[src/rtl/pie_cond_pkg.sv]
`default_nettype none
// ============================================================================
//  Module      : pie_cond_pkg
//  Description : Shared types and default constants for the PIE input
//                conditioner (state encoding, parameter defaults, glitch
//                statistics counter width and saturating increment helper).
//  Revision    : 1.0 - initial release
// ============================================================================
package pie_cond_pkg;

    // Low-pulse tracking states
    typedef enum logic [1:0] {
        ST_HIGH = 2'd0,
        ST_LOW  = 2'd1,
        ST_LOST = 2'd2
    } pie_state_e;

    localparam int DEF_SYNC_STAGES = 2;
    localparam int DEF_FILT_LEN    = 3;
    localparam int DEF_CNT_W       = 8;
    localparam int DEF_LOSS_CYCLES = 200;
    localparam int GLITCH_CNT_W    = 8;

    // Saturating increment for the glitch statistics counter
    function automatic logic [GLITCH_CNT_W-1:0] glitch_sat_inc(
        input logic [GLITCH_CNT_W-1:0] value
    );
        if (value == {GLITCH_CNT_W{1'b1}}) begin
            return value;
        end
        return value + 1'b1;
    endfunction

endpackage : pie_cond_pkg
`default_nettype wire

[src/rtl/pie_sync_filter.sv]
`default_nettype none
// ============================================================================
//  Module      : pie_sync_filter
//  Description : Multi-flop synchroniser for the raw envelope bit followed by
//                a consecutive-sample glitch filter. Reports when the filtered
//                level is about to change (o_update) and, when
//                PIE_GLITCH_STATS_EN is defined, when a short excursion was
//                rejected (o_glitch).
//  Revision    : 1.0 - initial release
// ============================================================================
module pie_sync_filter
    import pie_cond_pkg::*;
#(
    parameter int SYNC_STAGES = DEF_SYNC_STAGES,
    parameter int FILT_LEN    = DEF_FILT_LEN
) (
    input  logic clk,
    input  logic rst,
    input  logic i_pie_raw,
    input  logic i_enable,
    output logic o_pie,
    output logic o_update
`ifdef PIE_GLITCH_STATS_EN
    ,
    output logic o_glitch
`endif
);

    localparam int FCNT_W = (FILT_LEN > 1) ? $clog2(FILT_LEN) : 1;
    localparam logic [FCNT_W-1:0] c_FILT_LAST = FCNT_W'(FILT_LEN - 1);

    logic [SYNC_STAGES-1:0] sync_q;
    logic [FCNT_W-1:0]      fcnt_q, fcnt_d;
    logic                   pie_q, pie_d;
    logic                   w_sample;
    logic                   w_update;
    logic                   w_glitch;

    assign w_sample = sync_q[SYNC_STAGES-1];

    // Synchroniser shift chain; keeps sampling even while disabled
    always_ff @(posedge clk) begin
        if (rst) begin
            sync_q <= '1;
        end else begin
            sync_q <= {sync_q[SYNC_STAGES-2:0], i_pie_raw};
        end
    end

    // Filter: o_pie follows the sample only after FILT_LEN differing samples
    always_comb begin
        pie_d    = pie_q;
        fcnt_d   = fcnt_q;
        w_update = 1'b0;
        w_glitch = 1'b0;
        if (!i_enable) begin
            pie_d  = 1'b1;
            fcnt_d = '0;
        end else if (w_sample == pie_q) begin
            // A partially counted excursion that collapsed back is a glitch
            w_glitch = (fcnt_q != '0);
            fcnt_d   = '0;
        end else if (fcnt_q == c_FILT_LAST) begin
            pie_d    = w_sample;
            fcnt_d   = '0;
            w_update = 1'b1;
        end else begin
            fcnt_d = fcnt_q + 1'b1;
        end
    end

    // Filter state registers
    always_ff @(posedge clk) begin
        if (rst) begin
            pie_q  <= 1'b1;
            fcnt_q <= '0;
        end else begin
            pie_q  <= pie_d;
            fcnt_q <= fcnt_d;
        end
    end

    assign o_pie    = pie_q;
    assign o_update = w_update;
`ifdef PIE_GLITCH_STATS_EN
    assign o_glitch = w_glitch;
`else
    // Glitch indication has no consumer without the statistics feature
    logic w_glitch_unused;
    assign w_glitch_unused = w_glitch;
`endif

endmodule : pie_sync_filter
`default_nettype wire

[src/rtl/pie_input_conditioner.sv]
`default_nettype none
// ============================================================================
//  Module      : pie_input_conditioner
//  Description : Cleans the raw envelope-detector bit for the PIE demodulator:
//                synchronise, deglitch, edge strobes, low-pulse width
//                measurement and carrier-loss detection.
//                Optional macro PIE_GLITCH_STATS_EN adds o_glitch_cnt, a
//                saturating count of rejected glitches.
//  Revision    : 1.0 - initial release
// ============================================================================
module pie_input_conditioner
    import pie_cond_pkg::*;
#(
    parameter int SYNC_STAGES = DEF_SYNC_STAGES,
    parameter int FILT_LEN    = DEF_FILT_LEN,
    parameter int CNT_W       = DEF_CNT_W,
    parameter int LOSS_CYCLES = DEF_LOSS_CYCLES
) (
    input  logic             clk,
    input  logic             rst,
    input  logic             i_pie_raw,
    input  logic             i_enable,
    output logic             o_pie,
    output logic             o_fall_pie,
    output logic             o_rise_pie,
    output logic [CNT_W-1:0] o_low_width,
    output logic             o_width_valid,
    output logic             o_carrier_lost
`ifdef PIE_GLITCH_STATS_EN
    ,
    output logic [GLITCH_CNT_W-1:0] o_glitch_cnt
`endif
);

    localparam logic [CNT_W-1:0] c_CNT_MAX = '1;
    localparam logic [CNT_W-1:0] c_LOSS    = CNT_W'(LOSS_CYCLES);

    pie_state_e       state_q, state_d;
    logic [CNT_W-1:0] low_cnt_q, low_cnt_d;
    logic [CNT_W-1:0] low_width_q, low_width_d;
    logic             fall_q, fall_d;
    logic             rise_q, rise_d;
    logic             wv_q, wv_d;
    logic             lost_q, lost_d;
    logic             w_pie;
    logic             w_update;
    logic             w_fall;
    logic             w_rise;
    logic [CNT_W-1:0] w_low_cnt_inc;

    pie_sync_filter #(
        .SYNC_STAGES (SYNC_STAGES),
        .FILT_LEN    (FILT_LEN)
    ) u_sync_filter (
        .clk       (clk),
        .rst       (rst),
        .i_pie_raw (i_pie_raw),
        .i_enable  (i_enable),
        .o_pie     (w_pie),
        .o_update  (w_update)
`ifdef PIE_GLITCH_STATS_EN
        ,
        .o_glitch  (w_glitch)
`endif
    );

    // The filter flags the edge one cycle ahead, so registering the
    // strobes aligns them with the cycle o_pie shows the new level.
    assign w_fall        = w_update &  w_pie;
    assign w_rise        = w_update & ~w_pie;
    assign w_low_cnt_inc = (low_cnt_q == c_CNT_MAX) ? low_cnt_q : low_cnt_q + 1'b1;

    // Next-state logic for the low-pulse FSM, width counter and strobes
    always_comb begin
        state_d     = state_q;
        low_cnt_d   = low_cnt_q;
        low_width_d = low_width_q;
        fall_d      = w_fall;
        rise_d      = w_rise;
        wv_d        = 1'b0;
        lost_d      = lost_q;
        if (!i_enable) begin
            state_d   = ST_HIGH;
            low_cnt_d = '0;
            fall_d    = 1'b0;
            rise_d    = 1'b0;
            lost_d    = 1'b0;
        end else begin
            case (state_q)
                ST_HIGH: begin
                    if (w_fall) begin
                        state_d   = ST_LOW;
                        low_cnt_d = CNT_W'(1);
                    end
                end
                ST_LOW: begin
                    // A rise on the loss boundary cycle still reports a width
                    if (w_rise) begin
                        low_width_d = low_cnt_q;
                        wv_d        = 1'b1;
                        low_cnt_d   = '0;
                        state_d     = ST_HIGH;
                    end else begin
                        low_cnt_d = w_low_cnt_inc;
                        if (low_cnt_q == c_LOSS) begin
                            state_d = ST_LOST;
                            lost_d  = 1'b1;
                        end
                    end
                end
                ST_LOST: begin
                    if (w_rise) begin
                        lost_d    = 1'b0;
                        low_cnt_d = '0;
                        state_d   = ST_HIGH;
                    end else begin
                        low_cnt_d = w_low_cnt_inc;
                    end
                end
                default: begin
                    state_d   = ST_HIGH;
                    low_cnt_d = '0;
                    lost_d    = 1'b0;
                end
            endcase
        end
    end

    // State and output registers
    always_ff @(posedge clk) begin
        if (rst) begin
            state_q     <= ST_HIGH;
            low_cnt_q   <= '0;
            low_width_q <= '0;
            fall_q      <= 1'b0;
            rise_q      <= 1'b0;
            wv_q        <= 1'b0;
            lost_q      <= 1'b0;
        end else begin
            state_q     <= state_d;
            low_cnt_q   <= low_cnt_d;
            low_width_q <= low_width_d;
            fall_q      <= fall_d;
            rise_q      <= rise_d;
            wv_q        <= wv_d;
            lost_q      <= lost_d;
        end
    end

`ifdef PIE_GLITCH_STATS_EN
    logic                    w_glitch;
    logic [GLITCH_CNT_W-1:0] glitch_cnt_q;

    // Saturating count of rejected glitches, cleared while disabled
    always_ff @(posedge clk) begin
        if (rst || !i_enable) begin
            glitch_cnt_q <= '0;
        end else if (w_glitch) begin
            glitch_cnt_q <= glitch_sat_inc(glitch_cnt_q);
        end
    end

    assign o_glitch_cnt = glitch_cnt_q;
`endif

    assign o_pie          = w_pie;
    assign o_fall_pie     = fall_q;
    assign o_rise_pie     = rise_q;
    assign o_low_width    = low_width_q;
    assign o_width_valid  = wv_q;
    assign o_carrier_lost = lost_q;

endmodule : pie_input_conditioner
`default_nettype wire

[config.mk]
export PLATFORM = sky130hd
export DESIGN_NAME = pie_input_conditioner
export DESIGN_NICKNAME = d
export VERILOG_FILES = /design/src/rtl/pie_cond_pkg.sv /design/src/rtl/pie_sync_filter.sv /design/src/rtl/pie_input_conditioner.sv
export SDC_FILE = /design/constraint.sdc
export NUM_CORES = 1
export LEC_CHECK = 0
export ABC_AREA = 1
export BUFFER_PORTS_ARGS = -buffer_cell sky130_fd_sc_hd__buf_2
export CORE_ASPECT_RATIO = 1.25
export CORE_MARGIN = 1.5
export CORE_UTILIZATION = 40
export DETAILED_ROUTE_END_ITERATION = 16
export SYNTH_ARGS = -nofsm -noshare
export SYNTH_HDL_FRONTEND = slang
export SYNTH_SLANG_ARGS = --single-unit
[constraint.sdc]
create_clock -name clk -period 1.89 [get_ports clk]
set_input_delay 0 -clock clk [delete_from_list [all_inputs] [get_ports clk]]
set_output_delay 0 -clock clk [all_outputs]
set_load 0.005 [all_outputs]
==> results of run 1 <==
kinds of logic (layout without fill, tap and decap cells):
kind of cell / after synthesis / in the layout
DFF: 27 / 27
adders and majority gates: 7 / 7
and+or+nand+nor: 103 / 103
AOI/OAI and AO/OA: 21 / 21
buffers and inverters: 32 / 52
area by class of cell:
class	count	area, um^2	area share, %
clock buffer	3	41.3	2.66
clock inverter	1	7.51	0.483
inverter	30	113	7.25
multi-input combinational	131	708	45.6
sequential	27	541	34.8
tap	37	46.3	2.98
timing repair buffer	18	97.6	6.28
worst max-delay path by stage:
stage,start,end,slack [ps],cells after the start
after floorplan,state_q[0]$_SDFFE_PP0P_,low_cnt_q[0]$_SDFFE_PP0P_,530,9
after global placement,state_q[0]$_SDFFE_PP0P_,low_cnt_q[0]$_SDFFE_PP0P_,370,9
after detailed placement,state_q[0]$_SDFFE_PP0P_,low_cnt_q[0]$_SDFFE_PP0P_,380,9
after CTS,state_q[0]$_SDFFE_PP0P_,low_cnt_q[0]$_SDFFE_PP0P_,350,9
after global routing,state_q[0]$_SDFFE_PP0P_,low_cnt_q[1]$_SDFFE_PP0P_,270,10
final,state_q[0]$_SDFFE_PP0P_,low_cnt_q[0]$_SDFFE_PP0P_,360,9
power breakdown:
| part | total (mW) | internal [mW] | leakage (nW) | switching (mW) |
|---|---|---|---|---|
| Combinational | 0.0223 | 0.00792 | 0.493 | 0.0143 |
| Sequential | 0.572 | 0.571 | 0.218 | 0.00145 |
| Clock | 0.342 | 0.150 | 0.0217 | 0.192 |
worst max-delay path, cell delays in order, from the launching register on:
cell	delay [ps]
dfxtp_1	390
inv_1	80
ha_1	350
inv_1	90
nor2_4	140
nand2_4	80
nand2_4	100
inv_2	50
nor2_1	110
nor2_2	50
placed cells by master (no fill, tap or decap), drive strengths merged:
| cell type | Yosys | final |
|---|---|---|
| ha | 7 | 7 |
| buf | 0 | 17 |
| o21ai | 4 | 4 |
| nand3 | 17 | 17 |
| clkinvlp | 0 | 1 |
| a21oi | 16 | 16 |
| nand3b | 2 | 2 |
| dfxtp | 27 | 27 |
| dlygate4sd3 | 0 | 1 |
| nor2 | 34 | 34 |
| o211ai | 1 | 1 |
| clkbuf | 2 | 3 |
| or2 | 2 | 2 |
| nand4 | 2 | 2 |
| inv | 30 | 30 |
| nor3 | 1 | 1 |
| nand2 | 45 | 45 |
sequential cells by signal, summed over array words and instances (netlist names):
register	cells
state_q	2
u_sync_filter.fcnt_q	2
low_cnt_q	8
u_sync_filter.o_pie	1
o_carrier_lost	1
o_low_width	8
o_fall_pie	1
u_sync_filter.sync_q	2
o_rise_pie	1
o_width_valid	1
layer usage:
metal | global-route usage [%] | vias up
met5 | 0 | -
met4 | 7.32 | 0
met3 | 2.46 | 7
met2 | 29.5 | 20
met1 | 18.5 | 541
li1 | - | 634
metrics by stage:
step	worst slack [ps]	hold WS (ps)	total power, mW	cell area [um^2]
after floorplan	526	104	0.598	1370
after global placement	371	188	0.606	1500
after detailed placement	384	194	0.606	1500
after CTS	354	33.6	0.947	1550
after global routing	266	63.2	0.963	1550
final	357	38.3	0.936	1550
timing repair:
item	CTS	global route
gates resized for setup	0	0
hold buffers	1	0
hold endpoints to repair	1	0
==> impl_metrics.csv, run 1 <==
group,metric,value,unit
outcome,outcome,"complete, no violations",
synthesis,synth_warnings,0,
floorplan,io_pins,17,
cts,cts_sinks,27,
sta,setup_viol,0,
pwr,peakVddDrop,0.351,mV
global_route,grt_first_pass_wirelength,4.80,mm
floorplan,core_area,3250,um^2
setup_path,end_kind,"flip-flop",
synthesis,yosysSeqAreaShare,39.5,%
route,ant_nets,0,
final_layout,fillCellCount,328,
floorplan,dieArea,3780,um^2
final_layout,finalNetCount,222,
synthesis,synth_largest_area_cell,"dfxtp_1",
synthesis,synth_top_family_by_area,"simple AND/OR/NAND/NOR gates",
global_route,antenna_found_initial,0,
synthesis,synthTopCellsByArea,"dfxtp_1 (39%), nand2_1 (10%), nor2_1 (7.4%), inv_1 (6.9%), ha_1 (6.4%)",
sta,slew_violations,0,
setup_path,r2r_start,"state_q[0]$_SDFFE_PP0P_",
place,gp_congestion,0.869,
cts,postCtsSetupBuffers,0,
sta,period_share,81.1,%
synthesis,synthArstFlopShare,0,%
place,hpwlAfterDp,2.23,mm
sta,worstMarginPinSlew,303,ps
synthesis,syn_nets,201,
cts,cts_buffers,3,
setup_path,critPathMaxFanout,6,
route,routed.top_layer,"met4",
sta,slew_headroom,79.7,%
pwr,power_density,603,nW/um^2
place,dp.cells,242,
route,route.met2.wl,1.37,mm
final_layout,synthToLayoutAreaGrowth,13.5,%
setup_path,cp.arrival,1710,ps
sta,rsz0062_at_grt,"false",
setup_path,r2r_cells,9,
sta,fin_worst_skew,1.86,ps
synthesis,avgSynthCellArea,7.20,um^2
route,drtPass1Iterations,5,
min_path,worstHoldStart,"rst",
final_layout,final_layout_size_suffix_gt1_share,21.4,%
synthesis,syn_inst,190,
synthesis,synth-xor-area-share,0,%
floorplan,die_x,55.3,um
min_path,holdCritPathClass,"in -> reg",
sta,setup_tns,0,ps
cts,clock_latency,270,ps
global_route,grt_pass1_vias,1152,
cts,cts_tree,"done",
final_layout,fin_cells,247,
setup_path,start_kind,"flip-flop",
route,met3_length,90,um
route,vias_per_cell,4.87,
setup_path,crit_type,"reg -> reg",
floorplan,start_util,42.1,%
route,wirelength,2.81,mm
global_route,grt_overflow,0,
cts,path_clk_slew,100,ps
synthesis,synthAdderAreaFrac,6.40,%
floorplan,dieHeight,68.4,um
synthesis,synth_compound_area_share,7.86,%
synthesis,synthesis.area,1370,um^2
route,wl_per_cell,11.4,um
synthesis,synth.most_common_cell,"nand2_1",
min_path,whs_endpoint,"o_fall_pie$_SDFF_PP0_",
place,port_buffers,16,
final_layout,antenna_cells,0,
route,drtIter0Drc,36,
cts,cts_root_buffer,"clkbuf_8",
synthesis,synth-edff-count,0,
sta,period_needed,1530,ps
setup_path,rrSetupSlack,360,ps
cts,clk_path_buf_depth,2,
route,route.detailed.drc,0,
min_path,min_path_cells,2,
cts,ctsHtreeMaxLevel,1,
global_route,grt_usage,16.0,%
route,wl_met1,1.29,mm
synthesis,yosys-top-cells-count,"nand2_1 (37), dfxtp_1 (27), nor2_1 (27)",
synthesis,ys_seq_elements,27,
floorplan,rows,23,
sta,hold_violations,0,
synthesis,yosys.area_share.simple,37.5,%
route,via_count,1202,
synthesis,synthDistinctLibCells,22,
sta,max_freq,0.652,GHz
synthesis,synth_ff_type,"dfxtp_1",
setup_path,worstPathRequired,2070,ps
global_route,grt_max_degree,17,
synthesis,synthMuxAreaShare,0,%
job,maxCapViolCount,0,
setup_path,r2r-end,"low_cnt_q[0]$_SDFFE_PP0P_",
pwr,leakage,0.733,nW
final_layout,post-route-util,47.8,%
synthesis,netlist.area_leader.share,39.5,%
No activity file was read; power rests on OpenSTA's default activity.
==> inputs of run 2 (changes only) <==
==> constraint.sdc (replaced) <==
create_clock -name clk -period 1.45 [get_ports clk]
set_input_delay 0 -clock clk [delete_from_list [all_inputs] [get_ports clk]]
set_output_delay 0 -clock clk [all_outputs]
set_load 0.005 [all_outputs]
==> run 2 against run 1 <==
Effect of this change: critical endpoint is now low_cnt_q[7]$_SDFFE_PP0P_; final area grew 12%; global-route usage grew 1.9 points; worst setup slack lost 300 ps; routed wire length grew 15%; count of clock-buffer cells in the layout is the same; flip-flop and latch count is the same; non-clock buffer count grew 12; combinational power grew 49%.
==> impl_metrics.csv, run 2 (synthesized netlist as in run 1, its figures left out) <==
group,metric,value,unit
cts,clock_latency,280,ps
final_layout,fin_cells,259,
floorplan,start_util,42.1,%
route,route.detailed.drc,0,
floorplan,dieArea,3780,um^2
global_route,grt_max_degree,17,
setup_path,end_kind,"flip-flop",
setup_path,crit_type,"reg -> reg",
final_layout,post-route-util,53.4,%
setup_path,critPathMaxStageDelay,330,ps
route,ant_nets,0,
sta,slew_violations,0,
global_route,grt_overflow,0,
job,maxCapViolCount,0,
final_layout,fillCellCount,339,
sta,rsz0062_at_grt,"true",
route,wl_per_cell,12.5,um
global_route,grt_first_pass_wirelength,5.26,mm
sta,setup_viol,0,
sta,period_needed,1390,ps
floorplan,rows,23,
cts,clk_path_buf_depth,2,
sta,max_freq,0.720,GHz
route,vias_per_cell,4.90,
final_layout,multiInputGateArea,777,um^2
sta,worstMarginPinSlew,273,ps
pwr,power_density,710,nW/um^2
global_route,grt_pass1_vias,1205,
final_layout,layout_common_cells,"nand2_1 (34), nor2_1 (26), dfxtp_1 (23), inv_1 (22)",
place,gp_congestion,0.906,
final_layout,synthToLayoutAreaGrowth,26.8,%
sta,setup_tns,0,ps
cts,cts_sinks,27,
route,via_count,1268,
sta,period_share,95.9,%
global_route,antenna_found_initial,0,
place,dp.cells,251,
setup_path,worstPathRequired,1640,ps
final_layout,antenna_cells,0,
cts,cts_root_buffer,"clkbuf_8",
place,place_area,1560,um^2
final_layout,layout.cells.most_common,"nand2_1",
min_path,holdCritPathClass,"in -> reg",
final_layout,final_area,1740,um^2
global_route,grt_usage,17.9,%
final_layout,final_layout_size_suffix_gt1_share,32.0,%
cts,ctsHtreeMaxLevel,1,
final_layout,finalNetCount,234,
sta,fin_worst_skew,6.45,ps
floorplan,io_pins,17,
setup_path,cp.arrival,1580,ps
route,drtIter0Drc,24,
route,wirelength,3.23,mm
route,drtPass1Iterations,4,
cts,cts_tree,"done",
pwr,peakVddDrop,0.435,mV
sta,slew_headroom,81.8,%
outcome,outcome,"complete, no violations",
setup_path,crit_chain,"inv_2 > ha_4 > nand2_4 > buf_12 > nor2_8 > nor2_4 > nand2_4 > nand2_8 > nor2_4 > nand2_1 > nand2_1 > inv_1",
cts,cts_buffers,3,
place,port_buffers,16,
floorplan,core_area,3250,um^2
setup_path,critPathMaxFanout,6,
setup_path,slowest_stage,"dfxtp_2",
cts,path_clk_slew,100,ps
floorplan,die_x,55.3,um
final_layout,regArea,546,um^2
place,hpwlAfterDp,2.45,mm
pwr,leakage,0.816,nW
sta,hold_violations,0,
floorplan,dieHeight,68.4,um
setup_path,start_kind,"flip-flop",
## run 2: timing repair
action | in CTS | in global routing
pin swaps | 0 | 8
endpoints found under the hold margin | 1 | 0
buffers inserted | 0 | 3
hold buffers | 1 | 0
setup endpoints to repair | 5 | 11
gates resized for setup | 2 | 20
## run 2: cell type report
class	instances	area share [%]
Multi-Input combinational cell	131	44.8
Sequential cell	27	31.4
Timing Repair Buffer	30	11.5
Inverter	30	6.78
Tap cell	37	2.67
Clock buffer	3	2.38
Clock inverter	1	0.433
## run 2: worst paths after layout
check                                     start                                 end  slack, ps  depth (start not counted)
min reg2reg  u_sync_filter.fcnt_q[0]$_SDFF_PP0_  u_sync_filter.fcnt_q[0]$_SDFF_PP0_        410                          1
min                                         rst         o_low_width[5]$_SDFFE_PP0P_         50                          2
max          u_sync_filter.fcnt_q[0]$_SDFF_PP0_           low_cnt_q[7]$_SDFFE_PP0P_         60                         12
max reg2reg  u_sync_filter.fcnt_q[0]$_SDFF_PP0_           low_cnt_q[7]$_SDFFE_PP0P_         60                         12
## run 2: where the power goes
part / switching, mW / internal (mW)
Clock: 0.257 / 0.196
Sequential: 0.00235 / 0.744
Combinational: 0.0206 / 0.0127
## run 2: per-stage QoR
step | total power, mW | setup WS [ps] | hold slack, ps
6_report | 1.23 | 60.2 | 45.1
3_3_place_gp | 0.792 | -19.4 | 187
2_1_floorplan | 0.780 | 86.4 | 104
3_5_place_dp | 0.792 | -26.3 | 187
5_1_grt | 1.27 | -12.8 | 47.7
4_1_cts | 1.24 | 14.1 | 35.3
## run 2: critical path, delay by kind of cell (launching register included)
family                     cells  cell delay [ps]
adders and majority gates      1              130
and+or+nand+nor                8              620
DFF                            1              330
buffers and inverters          3              210
## run 2: routing by layer
| layer | track usage [%] | up-vias | routed length (um) |
|---|---|---|---|
| met4 | 8.84 | 0 | 64 |
| li1 | - | 657 | - |
| met2 | 34.8 | 17 | 1700 |
| met3 | 3.21 | 7 | 70 |
| met5 | 0 | - | 0 |
| met1 | 18.6 | 587 | 1390 |
==> inputs of run 3 (changes only) <==
--- a/config.mk
+++ b/config.mk
@@ -7,10 +7,12 @@
 export LEC_CHECK = 0
 export ABC_AREA = 1
 export BUFFER_PORTS_ARGS = -buffer_cell sky130_fd_sc_hd__buf_2
+export CAP_MARGIN = 20
 export CORE_ASPECT_RATIO = 1.25
 export CORE_MARGIN = 1.5
-export CORE_UTILIZATION = 40
+export CORE_UTILIZATION = 56
 export DETAILED_ROUTE_END_ITERATION = 16
+export PLACE_DENSITY = 0.77
 export SYNTH_ARGS = -nofsm -noshare
 export SYNTH_HDL_FRONTEND = slang
 export SYNTH_SLANG_ARGS = --single-unit
==> run 3 against run 2 <==
Effect of this change: global-route usage is 5.7 points higher; utilization grew 22 points; die area decreased by 27%; count of clock-buffer cells in the layout unchanged; sequential share of layout area up 0.55 points; non-clock buffer count decreased by 2; register-to-register slack about the same; critical path depth fell by 1; via count rose by 3.2%; first-iteration DRC count rose by 54%; combinational power rose by 2%; worst hold slack better by 57 ps; largest cell class unchanged.
==> impl_metrics.csv, run 3 (synthesized netlist as in run 1, its figures left out) <==
group,metric,value,unit
final_layout,multiInputGateArea,797,um^2
setup_path,rrSetupSlack,70,ps
final_layout,fin_cells,252,
setup_path,end_kind,"flip-flop",
route,vias_per_cell,5.19,
final_layout,layout_common_cells,"nand2_1 (34), nor2_1 (23), dfxtp_1 (23), inv_1 (20), buf_2 (16)",
global_route,gr-usage-met2,42.5,%
route,drtIter0Drc,37,
min_path,whs_endpoint,"o_fall_pie$_SDFF_PP0_",
setup_path,worstPathRequired,1740,ps
sta,period_share,95.4,%
floorplan,dieArea,2750,um^2
route,via_count,1308,
global_route,top_usage_layer,"met2",
setup_path,r2r_start,"u_sync_filter.fcnt_q[0]$_SDFF_PP0_",
final_layout,post-route-util,75.5,%
setup_path,critPathMaxFanout,5,
final_layout,final_layout_size_suffix_gt1_share,33.9,%
place,dp.cells,242,
global_route,grt_usage,23.6,%
final_layout,regArea,546,um^2
sta,max_freq,0.723,GHz
route,wl_per_cell,12.6,um
setup_path,cp.arrival,1670,ps
cts,path_clk_slew,150,ps
place,gp_congestion,0.961,
outcome,outcome,"complete, no violations",
place,port_buffers,16,
cts,clock_latency,330,ps
setup_path,start_kind,"flip-flop",
setup_path,crit_type,"reg -> reg",
global_route,antenna_found_initial,0,
setup_path,critPathMaxStageDelay,360,ps
min_path,worstHoldStart,"i_enable",
route,route.detailed.drc,0,
cts,cts_root_buffer,"clkbuf_4",
pwr,leakage,0.829,nW
sta,fin_worst_skew,5.68,ps
min_path,holdCritPathClass,"in -> reg",
floorplan,start_util,60.6,%
setup_path,r2r-end,"low_cnt_q[5]$_SDFFE_PP0P_",
route,wirelength,3.19,mm
final_layout,synthToLayoutAreaGrowth,24.6,%
cts,cts_buffers,3,
sta,period_needed,1380,ps
global_route,grt_max_degree,18,
floorplan,core_area,2260,um^2
pwr,power_density,667,nW/um^2
cts,cts_sinks,27,
min_path,min_path_cells,5,
sta,setup_viol,0,
global_route,met1_usage,26.5,%
global_route,gr-usage-met3,4.67,%
sta,slew_headroom,81.2,%
place,hpwlAfterDp,2.13,mm
final_layout,fillCellCount,174,
cts,clk_path_buf_depth,2,
global_route,grt_overflow,0,
final_layout,layout.cells.most_common,"nand2_1",
final_layout,finalNetCount,233,
sta,hold_violations,0,
setup_path,r2r_cells,11,
route,ant_nets,0,
floorplan,io_pins,17,
route,drtPass1Iterations,4,
global_route,grt_pass1_vias,1240,
sta,worstMarginPinSlew,282,ps
setup_path,crit_chain,"inv_2 > ha_4 > nand2_4 > inv_4 > nand2_4 > nand3_4 > nor2_4 > nor2_4 > nor2_1 > nand2_1 > inv_1",
floorplan,rows,19,
job,maxCapViolCount,0,
floorplan,die_x,47.2,um
global_route,grt_first_pass_wirelength,4.83,mm
setup_path,slowest_stage,"dfxtp_2",
pwr,peakVddDrop,0.623,mV
sta,slew_violations,0,
final_layout,antenna_cells,0,
cts,ctsHtreeMaxLevel,1,
cts,cts_tree,"done",
floorplan,dieHeight,58.3,um
-- run 3: worst max path at each step --
| stage | startpoint | to | depth (start not counted) |
|---|---|---|---|
| 3_3_place_gp | state_q[0]$_SDFFE_PP0P_ | low_cnt_q[0]$_SDFFE_PP0P_ | 9 |
| 2_1_floorplan | state_q[0]$_SDFFE_PP0P_ | low_cnt_q[0]$_SDFFE_PP0P_ | 9 |
| 5_1_grt | u_sync_filter.fcnt_q[0]$_SDFF_PP0_ | low_cnt_q[5]$_SDFFE_PP0P_ | 11 |
| 3_5_place_dp | u_sync_filter.fcnt_q[0]$_SDFF_PP0_ | state_q[0]$_SDFFE_PP0P_ | 10 |
| 6_report | u_sync_filter.fcnt_q[0]$_SDFF_PP0_ | low_cnt_q[5]$_SDFFE_PP0P_ | 11 |
| 4_1_cts | u_sync_filter.fcnt_q[0]$_SDFF_PP0_ | low_cnt_q[5]$_SDFFE_PP0P_ | 11 |
-- run 3: final cells by class --
type / instances / area share, %
Multi-Input combinational cell: 132 / 46.7
Sequential cell: 27 / 32.0
Timing Repair Buffer: 28 / 10.3
Inverter: 30 / 6.90
Tap cell: 31 / 2.27
Clock buffer: 3 / 1.32
Clock inverter: 1 / 0.514
-- run 3: worst max-delay path, delay by kind of cell (launching register included) --
| kind | cells | cell delay, ps |
|---|---|---|
| fa+ha+maj | 1 | 160 |
| simple gates | 7 | 680 |
| flops | 1 | 360 |
| buf+inv | 3 | 140 |
-- run 3: metrics by stage --
stage	total power [mW]	TNS [ps]	setup WS (ps)	hold slack, ps	instance area (um^2)
floorplan	0.780	0	86.4	104	1370
global placement	0.790	0	45.5	186	1530
detailed placement	0.790	-16.8	-16.8	192	1530
CTS	1.14	-21.4	-12.7	98.2	1590
global route	1.18	-41.7	-15.7	89.7	1710
finish	1.14	0	67.2	102	1710
-- run 3: per-layer routing --
layer	part of all wire, %	vias to the layer above
met3	3.8	10
met4	3.2	0
li1	-	658
met2	54	48
met5	0	-
met1	39	592
-- run 3: power breakdown --
group / internal, mW / switching [mW] / total, mW
Sequential: 0.745 / 0.00207 / 0.747
Clock: 0.113 / 0.243 / 0.356
Combinational: 0.0130 / 0.0209 / 0.0339
-- run 3: what timing repair did --
action,CTS,global route
resized for setup,2,27
pin swaps,2,10
hold endpoints to repair,11,0
setup buffers,0,3
endpoints found under the setup margin,5,18
hold buffers,2,0
gates cloned,0,1
